[config.mk]
export PLATFORM = sky130hd
export DESIGN_NAME = mux_scan_sel
export DESIGN_NICKNAME = d
export VERILOG_FILES = /design/src/rtl/mux_scan_pkg.sv /design/src/rtl/mux_scan_sel_nto1.sv /design/src/rtl/mux_scan_sel.sv
export SDC_FILE = /design/constraint.sdc
export NUM_CORES = 1
export LEC_CHECK = 0
export BUFFER_PORTS_ARGS = -buffer_cell sky130_fd_sc_hd__clkbuf_2
export CAP_MARGIN = 25
export CORE_ASPECT_RATIO = 0.8
export CORE_MARGIN = 3
export CORE_UTILIZATION = 55
export DETAILED_ROUTE_END_ITERATION = 12
export HOLD_SLACK_MARGIN = 0.03
export PLACE_DENSITY = 0.79
export REMOVE_ABC_BUFFERS = 1
export SLEW_MARGIN = 20
export SYNTH_ARGS = -nofsm -noshare
export SYNTH_HDL_FRONTEND = slang
export SYNTH_SLANG_ARGS = --single-unit
[constraint.sdc]
create_clock -name clk -period 3.3 [get_ports clk]
set_input_delay 0.33 -clock clk [delete_from_list [all_inputs] [get_ports clk]]
set_output_delay 0.33 -clock clk [all_outputs]
set_load 0.005 [all_outputs]
[src/rtl/mux_scan_pkg.sv]
// Shared types for the scan multiplexer: FSM state encoding and mode values.
// Latency: n/a (types and constants only).
// Backpressure: n/a.
package mux_scan_pkg;

    typedef enum logic [1:0] {
        IDLE = 2'd0,
        MAN  = 2'd1,
        SCAN = 2'd2
    } state_t;

    localparam logic MODE_MANUAL = 1'b0;
    localparam logic MODE_AUTO   = 1'b1;

endpackage

[src/rtl/mux_scan_sel_nto1.sv]
// Combinational N:1 indexed select of a WIDTH-bit slice from a flat bus.
// Latency: 0 cycles; an index >= CH yields all zeros.
// Backpressure: none (pure logic).
module mux_nto1 #(
    parameter int WIDTH = 1,
    parameter int CH    = 8,
    parameter int SELW  = $clog2(CH)
) (
    input  logic [CH*WIDTH-1:0] bus,
    input  logic [SELW-1:0]     idx,
    output logic [WIDTH-1:0]    dat
);

    // Priority-free compare against every channel index; unmatched indices give zero.
    always_comb begin
        dat = '0;
        for (int k = 0; k < CH; k++) begin
            if (idx == SELW'(k)) begin
                dat = bus[k*WIDTH +: WIDTH];
            end
        end
    end

endmodule

[src/rtl/mux_scan_sel.sv]
// N:1 channel mux with registered output: one manual beat, or an auto sweep of a snapshot (MUX_SCAN_CONT_EN adds continuous sweeps).
// Latency: req at edge k gives out_valid at edge k+1; one beat per cycle while out_ready is high.
// Backpressure: out_data/out_ch hold while out_valid && !out_ready; req is ignored unless IDLE.
module mux_scan_sel
    import mux_scan_pkg::*;
#(
    parameter int WIDTH = 1,
    parameter int CH    = 8,
    parameter int SELW  = $clog2(CH)
) (
    input  logic                clk,
    input  logic                rst,
    input  logic [CH*WIDTH-1:0] in_data,
    input  logic [SELW-1:0]     sel,
    input  logic                mode,
    input  logic                req,
    output logic [WIDTH-1:0]    out_data,
    output logic [SELW-1:0]     out_ch,
    output logic                out_valid,
    input  logic                out_ready,
    output logic                busy,
    output logic                done,
    output logic                err
`ifdef MUX_SCAN_CONT_EN
    ,
    input  logic                cont
`endif
);

    localparam logic [SELW:0]   CH_L = CH[SELW:0];
    localparam logic [SELW-1:0] LAST = SELW'(CH - 1);

    state_t                state_q, state_d;
    logic [CH*WIDTH-1:0]   snap_q, snap_d;
    logic [WIDTH-1:0]      data_d;
    logic [SELW-1:0]       ch_d;
    logic                  valid_d, done_d, err_d;
    logic [WIDTH-1:0]      man_dat, scan_dat;
    logic [SELW-1:0]       next_ch;
    logic                  hs, wrap;

    assign hs      = out_valid && out_ready;
    assign next_ch = out_ch + SELW'(1);
    assign busy    = (state_q != IDLE);

`ifdef MUX_SCAN_CONT_EN
    assign wrap = cont;
`else
    assign wrap = 1'b0;
`endif

    // Live bus select for manual beats.
    mux_nto1 #(.WIDTH(WIDTH), .CH(CH)) u_man_sel (
        .bus (in_data),
        .idx (sel),
        .dat (man_dat)
    );

    // Snapshot select for the beat following the current one in a sweep.
    mux_nto1 #(.WIDTH(WIDTH), .CH(CH)) u_scan_sel (
        .bus (snap_q),
        .idx (next_ch),
        .dat (scan_dat)
    );

    // Next-state and next-output logic; everything holds unless a transition fires.
    always_comb begin
        state_d = state_q;
        snap_d  = snap_q;
        data_d  = out_data;
        ch_d    = out_ch;
        valid_d = out_valid;
        done_d  = 1'b0;
        err_d   = 1'b0;
        case (state_q)
            IDLE: begin
                valid_d = 1'b0;
                if (req) begin
                    if (mode == MODE_MANUAL) begin
                        if ({1'b0, sel} < CH_L) begin
                            data_d  = man_dat;
                            ch_d    = sel;
                            valid_d = 1'b1;
                            state_d = MAN;
                        end else begin
                            err_d = 1'b1;
                        end
                    end else begin
                        snap_d  = in_data;
                        data_d  = in_data[0 +: WIDTH];
                        ch_d    = '0;
                        valid_d = 1'b1;
                        state_d = SCAN;
                    end
                end
            end
            MAN: begin
                if (hs) begin
                    valid_d = 1'b0;
                    done_d  = 1'b1;
                    state_d = IDLE;
                end
            end
            SCAN: begin
                if (hs) begin
                    if (out_ch != LAST) begin
                        ch_d   = next_ch;
                        data_d = scan_dat;
                    end else if (wrap) begin
                        // Back-to-back sweep: fresh snapshot, channel 0 without a bubble.
                        snap_d = in_data;
                        data_d = in_data[0 +: WIDTH];
                        ch_d   = '0;
                        done_d = 1'b1;
                    end else begin
                        valid_d = 1'b0;
                        done_d  = 1'b1;
                        state_d = IDLE;
                    end
                end
            end
            default: begin
                valid_d = 1'b0;
                state_d = IDLE;
            end
        endcase
    end

    // State, snapshot and registered outputs; reset clears everything immediately.
    always_ff @(posedge clk or posedge rst) begin
        if (rst) begin
            state_q   <= IDLE;
            snap_q    <= '0;
            out_data  <= '0;
            out_ch    <= '0;
            out_valid <= 1'b0;
            done      <= 1'b0;
            err       <= 1'b0;
        end else begin
            state_q   <= state_d;
            snap_q    <= snap_d;
            out_data  <= data_d;
            out_ch    <= ch_d;
            out_valid <= valid_d;
            done      <= done_d;
            err       <= err_d;
        end
    end

endmodule

==> results.md <==
- Resized cells post-CTS: 0
- Worst-Skew Late Latency: roughly 0.28 ns
- Area of the core: 1659 um^2
- Unrepaired setup endpoints after global routing: false
- # rows: 13
- Setup bufs post-CTS: 0
- Routed Antenna Nets: 0
- Status: completed
- Hold crit path type: in -> async
- CP Launch Type: register
- Fin crit period: between 1.5 and 2 ns
- Hold Buf Count CTS: 0
- Antenna cells: 0
- Sum Neg Setup Slack: 0 ns
- Num CTS Buffers: 3
- Endpoint class of the critical path: register
- Skew final: 0.003366 ns
- Nets@finish: 143
- Global-route usage over all layers: 0.1993
- Root buffer cell: clkbuf_4
- Number of I/O port buffers: 22
- Post-route DRC: 0
- Total of warnings raised by yosys: 0
- Leakage Power: 0.5774 nW
- Die ar.: around 2300 um^2
- DP HPWL: 1593 um
- Slew headroom: 0.5914
- Crit Path Max Fanout: 6
- Vias per cell: 5.655
- Placed insts: 135
- Hold Vio Cnt, Final: 0
- Post-synthesis average cell area: roughly 11 um^2
- Die H: roughly 44 um
- Worst reg-to-reg setup slack: roughly 1.4 ns
- Worst reg2reg path endpoint: out_data
- Final wirelength: 2001 um
- P per Cell Area: 896.4 nW/um^2
- Yosys cell types: 27
- First-pass DRT Iterations: 4
- Slew @ Worst Pin: 0.6123 ns
- GPL Wtd Cong: 0.8142
- Sequential-to-total area share from yosys stat: 0.4046
- Drt initial violations: 20
- Worst EP required: 3.45 ns
- Synth Cell Area: 989.7 um^2
- CTS Sinks: 16
- Vias in the first global route: around 700
- Most common cell after layout, fill and taps aside: clkbuf_2
- First-pass GRT wire length: 3291 um
- Total global routing overflow: 0
- Last element of the critical path: out_data
- Clock transition at the registers of the reported paths: 0.09 ns
- Avg WL per Cell: 14.40 um
- Finished Layout Cells: 139
- Pins over their slew limit: 0
- Initial core utilization: 0.5965
- Via count: 786
- TritonCTS clock tree: done
- WS Path Type: reg -> reg
- Area grow syn2layout: 16.31%
- Overall die width: 53.43 um
- R2R cell count: 5
- Final cycle utilization of the critical path: 0.5705
- Max cap viols: 0
- Max Root-Sink Buffers: 2
- H-tree Lvls: 1
- Arrival time worst endpoint: 2.03 ns
- Commonest non-fill, non-tap cells in the layout: 22 x clkbuf_2, 16 x dfrtp_1, 9 x mux2_2, 9 x ha_1
- Worst vdd ir: 0.4971 mV
- Final setup vio count: 0
- Initial antenna violation count: 0
- Crit path launch: out_ch[0]
- Syn Inst Count: 93
- Worst r2r src: out_ch[0]
- Layout cells sized above 1: 0.3248
- Fmax: 531.1 MHz
- Power Total: 1.032 mW
- Fill count: 138
- Largest net degree at the start of global routing: 17
- FF+latch count, synth: 16
- Num ports: 24
-- stage by stage --
stage	cell area (um^2)	util	hold WS, ns	setup slack (ns)
4_1_cts	1151	0.6938	0.09363	1.419
3_3_place_gp	1115	0.6719	0.4100	1.486
5_1_grt	1151	0.6938	0.1128	1.310
3_5_place_dp	1115	0.6719	0.4122	1.437
2_1_floorplan	977.2	-	0.2437	1.529
6_report	1151	0.6938	0.08203	1.417
-- Yosys cell counts --
library cell  count  area (um^2)
buf_2             1        5.000
a21boi_0          2        15.01
nand3_1           5        25.02
mux2_2            9        101.4
a221o_1           1        10.01
nor2_1            8        30.03
o21ai_0           3        15.01
ha_1              9        112.6
nand2_1           3        11.26
a21oi_2           1        8.760
conb_1            1        3.750
buf_4             1        7.510
a311oi_2          1        15.01
a211oi_1          1        7.510
nor2b_1           1        6.260
inv_1             8        30.03
a22o_1            2        17.52
o21ai_1           1        5.000
and2b_4           1        10.01
nand4b_1          1        8.760
mux4_1            1        26.28
a22oi_1           3        22.52
o211a_1           1        10.01
nand3b_1          2        15.01
a21oi_1           6        30.03
mux2i_1           4        40.04
dfrtp_1          16        400.4
-- routing by layer --
layer | vias up | track usage | share of wire
met5 | - | 0 | 0
met1 | 366 | 0.2735 | 0.45
met3 | 5 | 0.07216 | 0.072
met2 | 34 | 0.3007 | 0.47
met4 | 0 | 0.04592 | 0.0090
li1 | 381 | - | -
-- power breakdown --
part	switching (mW)	leakage, nW	internal (mW)
combinational	0.280	0.363	0.258
sequential	0.0763	0.193	0.291
clock	0.0594	0.0210	0.0672
-- cell families after synthesis --
logic type | share of synthesized area
AO/OA/AOI/OAI | 0.1580
adder cells (fa/ha/maj) | 0.1138
buffers and inverters | 0.04298
flip-flops | 0.4045
multiplexers | 0.1694
other | 0.003789
AND/OR/NAND/NOR | 0.1075
-- worst min-delay path by stage --
stage | start | endpoint | slack (ns) | cells after the start
global route | rst | snap_q[3] | 0.11 | 2
finish | rst | state_q[1] | 0.08 | 2
detailed placement | rst | snap_q[3] | 0.41 | 2
global placement | rst | state_q[1] | 0.41 | 2
CTS | rst | snap_q[3] | 0.09 | 2
floorplan | rst | done | 0.24 | 1
-- final cells by class --
cell class              count  area [um^2]  area share
clock buffers               4        36.28     0.03152
well taps                  22        27.53     0.02391
repair buffers             22        110.1     0.09565
inverters                   8        30.03     0.02609
multi-input cells          67        546.8      0.4750
flip-flops and latches     16        400.4      0.3478
-- sequential cells by signal (all words and copies together) (netlist names) --
register   count
out_ch         3
state_q        2
out_data       1
done           1
out_valid      1
snap_q         8
-- critical path, cell delays in order, from the launching register on --
cell and delay [ns]:
dfrtp_1 0.44, ha_1 0.23, ha_1 0.38, mux2_2 0.36, a21boi_0 0.21, a311oi_2 0.12
No activity file was read; power rests on OpenSTA's default activity.
